<file path="src/rtl/edge_binarize_pkg.sv">
// Shared types, constants and saturation helper for the edge_binarize stage.
package edge_binarize_pkg;

   localparam int CNT_W_DEF  = 11;
   localparam int SUM_W_DEF  = 32;
   localparam int THR_MATH_W = 10;
   localparam int SAT_IN_W   = 40;

   localparam logic [23:0] EDGE_ON  = 24'hFF_FFFF;
   localparam logic [23:0] EDGE_OFF = 24'h00_0000;

   typedef struct packed {
      logic [7:0] pix;
      logic       border;
      logic       last;
      logic [7:0] thr;
   } s1_t;

   localparam s1_t S1_RST = '{pix: 8'h00, border: 1'b0, last: 1'b0, thr: 8'h00};

   function automatic logic [7:0] sat8(input logic [SAT_IN_W-1:0] v);
      logic [7:0] r;
      if (v > {{(SAT_IN_W-8){1'b0}}, 8'hFF}) begin
         r = 8'hFF;
      end else begin
         r = v[7:0];
      end
      return r;
   endfunction

endpackage

</file>
<file path="src/rtl/edge_binarize_thr_calc.sv">
// Adaptive threshold arithmetic: frame mean from the running sum, then
// mean * 1.5 + offset, all saturated to 8 bits. Purely combinational.
module edge_thr_calc
   import edge_binarize_pkg::*;
#(
   parameter int SUM_W      = SUM_W_DEF,
   parameter int MEAN_SHIFT = 21
) (
   input  logic [SUM_W-1:0] sum,
   input  logic [7:0]       pix,
   input  logic             last,
   input  logic [7:0]       offset,
   output logic [7:0]       mean,
   output logic [7:0]       thr_next
);

   logic [SUM_W:0]          total_s;
   logic [SUM_W:0]          shifted_s;
   logic [THR_MATH_W-1:0]   thr_wide_s;

   // The final pixel of the frame is folded into the sum before averaging.
   always_comb begin
      total_s = {1'b0, sum};
      if (last) begin
         total_s = {1'b0, sum} + {{(SUM_W-7){1'b0}}, pix};
      end else begin
         total_s = {1'b0, sum};
      end
      shifted_s  = total_s >> MEAN_SHIFT;
      mean       = sat8({{(SAT_IN_W-SUM_W-1){1'b0}}, shifted_s});
      thr_wide_s = {2'b00, mean} + {3'b000, mean[7:1]} + {2'b00, offset};
      thr_next   = sat8({{(SAT_IN_W-THR_MATH_W){1'b0}}, thr_wide_s});
   end

endmodule

</file>
<file path="src/rtl/edge_binarize.sv">
// Gradient-magnitude thresholding to a binary edge map with border zeroing and
// a manual or adaptive threshold. Optional stats ports: EDGE_BINARIZE_STATS_EN.
module edge_binarize
   import edge_binarize_pkg::*;
#(
   parameter int WIDTH      = 1920,
   parameter int HEIGHT     = 1080,
   parameter int CNT_W      = CNT_W_DEF,
   parameter int SUM_W      = SUM_W_DEF,
   parameter int MEAN_SHIFT = 21,
   parameter int INIT_THR   = 64,
   parameter int THR_OFFSET = 8
) (
   input  logic        clk,
   input  logic        rst_n,
   input  logic        src_valid,
   input  logic [23:0] src_data,
   input  logic        manual_en,
   input  logic [7:0]  manual_thr,
   output logic        dst_valid,
   output logic [23:0] dst_data,
   output logic        frame_done,
   output logic [7:0]  thr_active
`ifdef EDGE_BINARIZE_STATS_EN
   ,
   output logic [21:0] edge_count,
   output logic [7:0]  frame_mean
`endif
);

   localparam logic [CNT_W-1:0] W_LAST   = CNT_W'(WIDTH - 1);
   localparam logic [CNT_W-1:0] H_LAST   = CNT_W'(HEIGHT - 1);
   localparam logic [CNT_W-1:0] CNT_ZERO = {CNT_W{1'b0}};
   localparam logic [CNT_W-1:0] CNT_ONE  = {{(CNT_W-1){1'b0}}, 1'b1};
   localparam logic [7:0]       THR_RST  = 8'(INIT_THR);
   localparam logic [7:0]       OFFSET   = 8'(THR_OFFSET);

   logic [CNT_W-1:0] cnt_w_q, cnt_w_d;
   logic [CNT_W-1:0] cnt_h_q, cnt_h_d;
   logic [SUM_W-1:0] sum_q, sum_d;
   logic [7:0]       adapt_thr_q, adapt_thr_d;
   logic             cfg_en_q, cfg_en_d;
   logic [7:0]       cfg_thr_q, cfg_thr_d;
   logic [7:0]       thr_active_q, thr_active_d;
   logic             s1_valid_q, s1_valid_d;
   s1_t              s1_q, s1_d;
   logic             dst_valid_q, dst_valid_d;
   logic [23:0]      dst_data_q, dst_data_d;
   logic             frame_done_q, frame_done_d;

   logic [7:0]       pix_s;
   logic             start_s;
   logic             last_s;
   logic             border_s;
   logic [7:0]       thr_sel_s;
   logic             edge_s;
   logic [7:0]       mean_s;
   logic [7:0]       thr_next_s;
   logic             unused_s;

   // Position decode for the pixel presented this cycle.
   always_comb begin
      pix_s    = src_data[7:0];
      start_s  = src_valid && (cnt_w_q == CNT_ZERO) && (cnt_h_q == CNT_ZERO);
      last_s   = (cnt_w_q == W_LAST) && (cnt_h_q == H_LAST);
      border_s = (cnt_h_q == CNT_ZERO) || (cnt_h_q == H_LAST) ||
                 (cnt_w_q == CNT_ZERO) || (cnt_w_q == W_LAST);
   end

   // Raster position counters, advanced only by accepted pixels.
   always_comb begin
      cnt_w_d = cnt_w_q;
      cnt_h_d = cnt_h_q;
      if (src_valid) begin
         if (cnt_w_q == W_LAST) begin
            cnt_w_d = CNT_ZERO;
            if (cnt_h_q == H_LAST) begin
               cnt_h_d = CNT_ZERO;
            end else begin
               cnt_h_d = cnt_h_q + CNT_ONE;
            end
         end else begin
            cnt_w_d = cnt_w_q + CNT_ONE;
         end
      end else begin
         cnt_w_d = cnt_w_q;
         cnt_h_d = cnt_h_q;
      end
   end

   // On the first pixel the fresh configuration is used directly, since the
   // latched copy only becomes visible one cycle later.
   always_comb begin
      thr_sel_s = adapt_thr_q;
      if (start_s) begin
         if (manual_en) begin
            thr_sel_s = manual_thr;
         end else begin
            thr_sel_s = adapt_thr_q;
         end
      end else if (cfg_en_q) begin
         thr_sel_s = cfg_thr_q;
      end else begin
         thr_sel_s = adapt_thr_q;
      end
   end

   // Frame configuration latch and displayed threshold.
   always_comb begin
      cfg_en_d     = cfg_en_q;
      cfg_thr_d    = cfg_thr_q;
      thr_active_d = thr_active_q;
      if (start_s) begin
         cfg_en_d     = manual_en;
         cfg_thr_d    = manual_thr;
         thr_active_d = thr_sel_s;
      end else begin
         cfg_en_d     = cfg_en_q;
         cfg_thr_d    = cfg_thr_q;
         thr_active_d = thr_active_q;
      end
   end

   edge_thr_calc #(
      .SUM_W      (SUM_W),
      .MEAN_SHIFT (MEAN_SHIFT)
   ) u_thr_calc (
      .sum      (sum_q),
      .pix      (pix_s),
      .last     (last_s),
      .offset   (OFFSET),
      .mean     (mean_s),
      .thr_next (thr_next_s)
   );

   // Frame sum accumulation and adaptive threshold update on the last pixel.
   always_comb begin
      sum_d       = sum_q;
      adapt_thr_d = adapt_thr_q;
      if (src_valid) begin
         if (last_s) begin
            sum_d       = {SUM_W{1'b0}};
            adapt_thr_d = thr_next_s;
         end else begin
            sum_d       = sum_q + {{(SUM_W-8){1'b0}}, pix_s};
            adapt_thr_d = adapt_thr_q;
         end
      end else begin
         sum_d       = sum_q;
         adapt_thr_d = adapt_thr_q;
      end
   end

   // Two-stage pixel pipeline: stage 1 captures the decision inputs, stage 2
   // produces the binarized output.
   always_comb begin
      s1_valid_d = src_valid;
      s1_d       = s1_q;
      if (src_valid) begin
         s1_d.pix    = pix_s;
         s1_d.border = border_s;
         s1_d.last   = last_s;
         s1_d.thr    = thr_sel_s;
      end else begin
         s1_d = s1_q;
      end
      edge_s       = (s1_q.pix > s1_q.thr) && !s1_q.border;
      dst_valid_d  = s1_valid_q;
      frame_done_d = s1_valid_q && s1_q.last;
      if (s1_valid_q) begin
         dst_data_d = edge_s ? EDGE_ON : EDGE_OFF;
      end else begin
         dst_data_d = dst_data_q;
      end
   end

   // State registers.
   always_ff @(posedge clk or negedge rst_n) begin
      if (!rst_n) begin
         cnt_w_q      <= CNT_ZERO;
         cnt_h_q      <= CNT_ZERO;
         sum_q        <= {SUM_W{1'b0}};
         adapt_thr_q  <= THR_RST;
         cfg_en_q     <= 1'b0;
         cfg_thr_q    <= 8'h00;
         thr_active_q <= THR_RST;
         s1_valid_q   <= 1'b0;
         s1_q         <= S1_RST;
         dst_valid_q  <= 1'b0;
         dst_data_q   <= EDGE_OFF;
         frame_done_q <= 1'b0;
      end else begin
         cnt_w_q      <= cnt_w_d;
         cnt_h_q      <= cnt_h_d;
         sum_q        <= sum_d;
         adapt_thr_q  <= adapt_thr_d;
         cfg_en_q     <= cfg_en_d;
         cfg_thr_q    <= cfg_thr_d;
         thr_active_q <= thr_active_d;
         s1_valid_q   <= s1_valid_d;
         s1_q         <= s1_d;
         dst_valid_q  <= dst_valid_d;
         dst_data_q   <= dst_data_d;
         frame_done_q <= frame_done_d;
      end
   end

   assign dst_valid  = dst_valid_q;
   assign dst_data   = dst_data_q;
   assign frame_done = frame_done_q;
   assign thr_active = thr_active_q;

`ifdef EDGE_BINARIZE_STATS_EN
   logic [21:0] edge_acc_q, edge_acc_d;
   logic [21:0] edge_count_q, edge_count_d;
   logic [7:0]  s1_mean_q, s1_mean_d;
   logic [7:0]  frame_mean_q, frame_mean_d;

   // Edge tally and mean, published in the same cycle as frame_done.
   always_comb begin
      edge_acc_d   = edge_acc_q;
      edge_count_d = edge_count_q;
      frame_mean_d = frame_mean_q;
      s1_mean_d    = s1_mean_q;
      if (src_valid && last_s) begin
         s1_mean_d = mean_s;
      end else begin
         s1_mean_d = s1_mean_q;
      end
      if (s1_valid_q) begin
         if (s1_q.last) begin
            edge_count_d = edge_acc_q + {21'h0, edge_s};
            edge_acc_d   = 22'h0;
            frame_mean_d = s1_mean_q;
         end else begin
            edge_acc_d = edge_acc_q + {21'h0, edge_s};
         end
      end else begin
         edge_acc_d = edge_acc_q;
      end
   end

   // Stats registers.
   always_ff @(posedge clk or negedge rst_n) begin
      if (!rst_n) begin
         edge_acc_q   <= 22'h0;
         edge_count_q <= 22'h0;
         s1_mean_q    <= 8'h00;
         frame_mean_q <= 8'h00;
      end else begin
         edge_acc_q   <= edge_acc_d;
         edge_count_q <= edge_count_d;
         s1_mean_q    <= s1_mean_d;
         frame_mean_q <= frame_mean_d;
      end
   end

   assign edge_count = edge_count_q;
   assign frame_mean = frame_mean_q;
   assign unused_s   = ^src_data[23:8];
`else
   assign unused_s   = ^{src_data[23:8], mean_s};
`endif

endmodule

</file>
<file path="config.mk">
export PLATFORM = sky130hd
export DESIGN_NAME = edge_binarize
export DESIGN_NICKNAME = d
export VERILOG_FILES = /design/src/rtl/edge_binarize_pkg.sv /design/src/rtl/edge_binarize_thr_calc.sv /design/src/rtl/edge_binarize.sv
export SDC_FILE = /design/constraint.sdc
export NUM_CORES = 1
export LEC_CHECK = 0
export ABC_AREA = 0
export BUFFER_PORTS_ARGS = -buffer_cell sky130_fd_sc_hd__buf_2
export CORE_ASPECT_RATIO = 1.1
export CORE_UTILIZATION = 64
export CTS_CLUSTER_SIZE = 10
export DETAILED_ROUTE_END_ITERATION = 12
export PLACE_DENSITY = 0.86
export SYNTH_ARGS = -nofsm -noshare
export SYNTH_HDL_FRONTEND = slang
export SYNTH_SLANG_ARGS = --single-unit
</file>
<file path="constraint.sdc">
create_clock -name clk -period 14.5 [get_ports clk]
set_input_delay 2.9 -clock clk [delete_from_list [all_inputs] [get_ports clk]]
set_output_delay 2.9 -clock clk [all_outputs]
set_load 0.005 [all_outputs]
</file>
After elaboration in Yosys (flattened, before gate mapping)
Cells that the tools add are included.
Cells by class
  order comparisons: 3
  $add $sub $neg: 6
  eq/ne operators: 2
  reduce and logical (&&, ||, !) cells: 13
  muxes and demuxes: 10
Operators by type and width (count)
  8-bit 2-to-1 mux: 5
  32-bit by 8-bit adder with 33-bit output: 1
  33-bit 2-to-1 mux: 1
  32-bit by 8-bit adder with 32-bit output: 1
  32-bit 2-to-1 mux: 1
  24-bit 2-to-1 mux: 1
  11-bit by 1-bit adder with 11-bit output, second input constant: 2
  11-bit == test, second input constant: 2
  11-bit zero test: 2
  11-bit 2-to-1 mux: 2
  12-bit by 8-bit > comparator with 1-bit output, second input constant: 1
  10-bit by 4-bit adder with 10-bit output, second input constant: 1
  10-bit by 8-bit > comparator with 1-bit output, second input constant: 1
  8-bit by 7-bit adder with 9-bit output: 1
  8-bit > comparator: 1
  1-bit logical AND: 5
  2-bit AND reduction: 2
  1-bit logical OR: 3
  1-bit zero test: 1
Storage, ports and cells
  logic and storage cells: 49
  register bits after elaboration: 124
  bits of input ports: 36

Depth between registers and ports, before layout
  word-level depth: 9
  mapped depth: 25
  gate-level depth less buffers: 23

By module
Synthesis repeated with hierarchy kept, for this count alone.
Second synthesis, totals
  cell total of the unflattened synthesis: 665
  area total of the unflattened synthesis: 6556.3 um2
Modules (own cells, without submodules)
  edge_binarize: sequential area each 2529.9 um2, instances 1, area each 5642.9 um2, cells an instance 551
  edge_thr_calc: sequential area each 0.0 um2, instances 1, area each 913.4 um2, cells an instance 114

Worst setup path before layout
Ideal clock, no wire load.
  path type: input -> register
  start: input src_data[7]
  end: register adapt_thr_q[2]
  cell stages on the path: 23
  setup slack: 6.540 ns
  data required time: 14.377 ns
  library setup time: 0.123 ns
  arrival: 7.838 ns
  cell sequence: ha_1 > o21ai_1 > a2111oi_0 > nand3_1 > nor3_1 > nand4_1 > a31oi_1 > buf_2 > clkbuf_1 > nand3_1 > ha_1 > o21ai_0 > a21oi_1 > a211o_1 > o21a_1 > xnor2_1 > nand2_1 > ha_1 > nand2b_1 > mux2i_1 > or4_1 > nor3_1 > nor3_1
Between the ends
  cells in the longest elaborated chain, start to end: 8
Ends and longest elaborated chain
  start: declaration: RTL line edge_binarize.sv:17  | input logic [23:0] src_data,
  32-bit by 8-bit adder with 33-bit output *: RTL line edge_binarize_thr_calc.sv:25  | total_s = {1'b0, sum} + {{(SUM_W-7){1'b0}}, pix};
  33-bit 2-to-1 mux *: RTL line edge_binarize_thr_calc.sv:24  | if (last) begin
  12-bit by 8-bit > comparator with 1-bit output: RTL line edge_binarize_pkg.sv:23  | if (v > {{(SAT_IN_W-8){1'b0}}, 8'hFF}) begin
  8-bit 2-to-1 mux *: RTL line edge_binarize_pkg.sv:23
  8-bit by 7-bit adder with 9-bit output *: RTL line edge_binarize_thr_calc.sv:31  | thr_wide_s = {2'b00, mean} + {3'b000, mean[7:1]} + {2'b00, offset};
  10-bit by 4-bit adder with 10-bit output *: RTL line edge_binarize_thr_calc.sv:31
  10-bit by 8-bit > comparator with 1-bit output: RTL line edge_binarize_pkg.sv:23
  8-bit 2-to-1 mux *: RTL line edge_binarize_pkg.sv:23
  end signal: assignment: RTL line edge_binarize.sv:196  | adapt_thr_q <= adapt_thr_d;
  end: declaration: RTL line edge_binarize.sv:41  | logic [7:0] adapt_thr_q, adapt_thr_d;
Mark *: on every way between the ends. The rest lies on a longest branch, timed or not.
A chain may end at the register's enable or synchronous reset.

Worst setup path after layout
  start: input src_data[7]
  end: register adapt_thr_q[7]
Same word-level chain as after synthesis.

==> flow_metrics.tcl <==
set metrics [dict create \
    outcome "finished, final reports clean" \
    drt_iter0_markers 233 \
    cp-end-kind "flip-flop" \
    fin_cells 856 \
    slew_headroom 0.305 \
    area_delta_synth_final_pct 5.55 \
    switching_share 0.335 \
    via_per_inst 6.37 \
    finalHoldWorstSlack_ns 0.417 \
    insertion_delay_ns 0.38 \
    place_congestion 0.886 \
    min_path_type "reg -> reg" \
    dp_hpwl_mm 10.4 \
    grt_pass1_vias 5285 \
    total_power_mw 0.691 \
    pwr_density_cell_nw_per_um2 102 \
    grt_use_total 0.289 \
    overflow 0 \
    synthMuxAreaShare 0.0500 \
    ys_seq_elements 101 \
    setup-tns-final_ns 0 \
    rsz0062_at_grt "no" \
    cts-resized-gates 0 \
    yosys_most_used_dff "dfrtp_1" \
    vias 5450 \
    cts_tree "done" \
    p_int_mw 0.460 \
    grt_start_max_net_pins 70 \
    post-cts-setup-buffers 0 \
    diodes 0 \
    p_clk_frac 0.238 \
    netlist-cell-type-count 70 \
    cts_buffer_depth 2 \
    avgSynthCellArea_um2 9.03 \
    syn_nets 776 \
    power.leakage_nw 2.99 \
    die_x_um 97.5 \
    row_count 38 \
    finalCritPeriodShare 0.579 \
    synthTopCellsByArea "dfrtp_1 (39%), ha_1 (5.3%), nand2_1 (5.1%), o21ai_0 (3.3%), nor2_1 (3.0%)" \
    fin_ws_ns 6.10 \
    firstDrtPassIters 5 \
    hold_depth 0 \
    slew_violations 0 \
    numPlacedInstances 840 \
    worstPathRequired_ns 14.71 \
    grt_pass1_wl_mm 24.3 \
    skew_ns 0.0134 \
    dp_slack_ns 5.90 \
    worst-slew-pin-transition_ns 1.04 \
    drt-total-wl_mm 14.2 \
    synth-compound-area-share 0.174 \
    drcViolationCount 0 \
    ys.warnings.count 0 \
    clock-sinks 101 \
    synth-async-reset-ratio 1.00 \
    power_switching_mw 0.232 \
    setup_viol 0 \
    path_max_fanout 21 \
    syn_inst 712 \
    post-route-min-period_ns 8.40 \
    drive_above_1_share 0.149 \
    synth_adder_area_share 0.0557 \
    comb_power_share 0.265 \
    clockRootBuffer "clkbuf_8" \
    nNetsFinal 795 \
    worstRegToRegCells 21 \
    synth.top_cells.by_count "dfrtp_1 (99), nand2_1 (88), nor2_1 (51), o21ai_0 (43), nand3_1 (30)" \
    hold_viol_final 0 \
    synth.top_cell.area_share 0.386 \
    cts_max_level 3 \
    die_y_um 107 \
    synth-simple-area-share 0.213 \
    coreArea_um2 9790 \
    synth_most_common_cell "dfrtp_1" \
    start_util 0.656 \
    dieArea_um2 10400 \
    numCtsBuffers 9 \
    setup.worst_path.start_class "input port" \
    synth_top_family_by_area "simple AND/OR/NAND/NOR gates" \
    antenna_left 0 \
    share_seq_of_total_power 0.497 \
    synth_edf_count 0 \
    synth_xor_area_frac 0.0532 \
    portBuffers 53 \
    drv_cap 0 \
    clk_pin_slew_ns 0.09 \
    holdBufCountCts 0 \
    fmax_mhz 119 \
    grt_antenna_before_repair 0 \
    routedWlPerCell_um 16.6 \
    synth_top_cell_by_area "dfrtp_1" \
    io_pins 70 \
    synth_area_um2 6430 \
    seq_area_frac_synth 0.394 \
    ir_drop_v 0.0000544 \
    path_class "in -> reg" \
    cp_data_arrival_time_ns 8.60 \
]
-- placed cells by master, fill, tap and decap left out, types with 14 or more instances in the layout --
cell type   n
nand2_1    88
buf_2      52
o21ai_0    43
nor2_1     51
inv_1      25
nand4_1    17
xnor2_1    19
ha_1       27
nand3_1    30
xor2_1     20
o211ai_1   14
a21oi_1    19
dfrtp_1    99
nor3_1     25
o31ai_1    14
mux2_2     17
-- cells by family after synthesis --
kind of cell | after synthesis
and+or+nand+nor | 273
AOI/OAI and AO/OA | 163
DFF | 101
buffers and inverters | 78
xor gates and xnor gates | 39
muxes | 30
adders and majority gates | 28
-- path summary, 6_finish.rpt --
path | startpoint | end | slack, ns
max | src_data[7] | adapt_thr_q[7]$_DFFE_PN0P_ | 6.10
min | dst_valid_d$_DFF_PN0_ | dst_valid$_DFF_PN0_ | 0.42
max reg2reg | sum_q[7]$_DFFE_PN0P_ | adapt_thr_q[7]$_DFFE_PN0P_ | 8.35
min reg2reg | dst_valid_d$_DFF_PN0_ | dst_valid$_DFF_PN0_ | 0.42
max in group asynchronous | rst_n | cfg_thr_q[5]$_DFFE_PN0P_ | 10.85
min in group asynchronous | rst_n | frame_done$_DFF_PN0_ | 2.44
-- layout make-up --
cell class | instances | area [µm²]
Clock buffer | 10 | 138
Sequential cell | 101 | 2530
Multi-Input combinational cell | 533 | 3510
Inverter | 26 | 97.6
Timing Repair Buffer | 60 | 320
Fill cell | 738 | 3010
Clock inverter | 6 | 37.5
Tap cell | 120 | 150
-- critical path, stage by stage --
cell	delay (ns)
buf_2	0.12
ha_1	0.36
o21ai_1	0.11
a2111oi_0	0.86
nand3_1	0.44
nor3_1	0.40
nand4_1	0.15
a31oi_1	0.20
buf_4	0.27
nand2_1	0.08
ha_1	0.35
inv_1	0.05
a2111oi_0	0.40
o21ai_0	0.13
and4b_1	0.23
a211oi_2	0.30
ha_1	0.28
nand2b_1	0.07
mux2i_1	0.36
o21ai_0	0.20
mux2i_1	0.23
a31oi_1	0.10
-- power by group through the flow --
stage / clock, mW / combinational [mW] / sequential, mW
5_1_grt: 0.178 / 0.205 / 0.348
2_1_floorplan: 0 / 0.150 / 0.341
4_1_cts: 0.166 / 0.183 / 0.343
6_report: 0.165 / 0.183 / 0.344
3_5_place_dp: 0 / 0.181 / 0.348
3_3_place_gp: 0 / 0.174 / 0.346
-- stage by stage --
stage	utilization	instance area [µm²]
after floorplan	-	6430
after global placement	0.675	6610
after detailed placement	0.675	6610
after CTS	0.693	6780
after global routing	0.693	6780
final	0.693	6780
-- per-layer routing --
layer,global-route usage,up-vias,share of wire
met5,0,-,0
met4,0.145,0,0.037
met3,0.0450,41,0.046
met2,0.505,169,0.50
met1,0.347,2638,0.42
li1,-,2602,-
-- state kept, by name (all words and copies together) (netlist names), 8 cells and up --
| name | cells |
|---|---|
| thr_active | 8 |
| cnt_h_q | 11 |
| cnt_w_q | 11 |
| adapt_thr_q | 8 |
| sum_q | 32 |
| cfg_thr_q | 8 |
| s1_q | 18 |
Note: power is estimated with default switching activity, not from simulation.
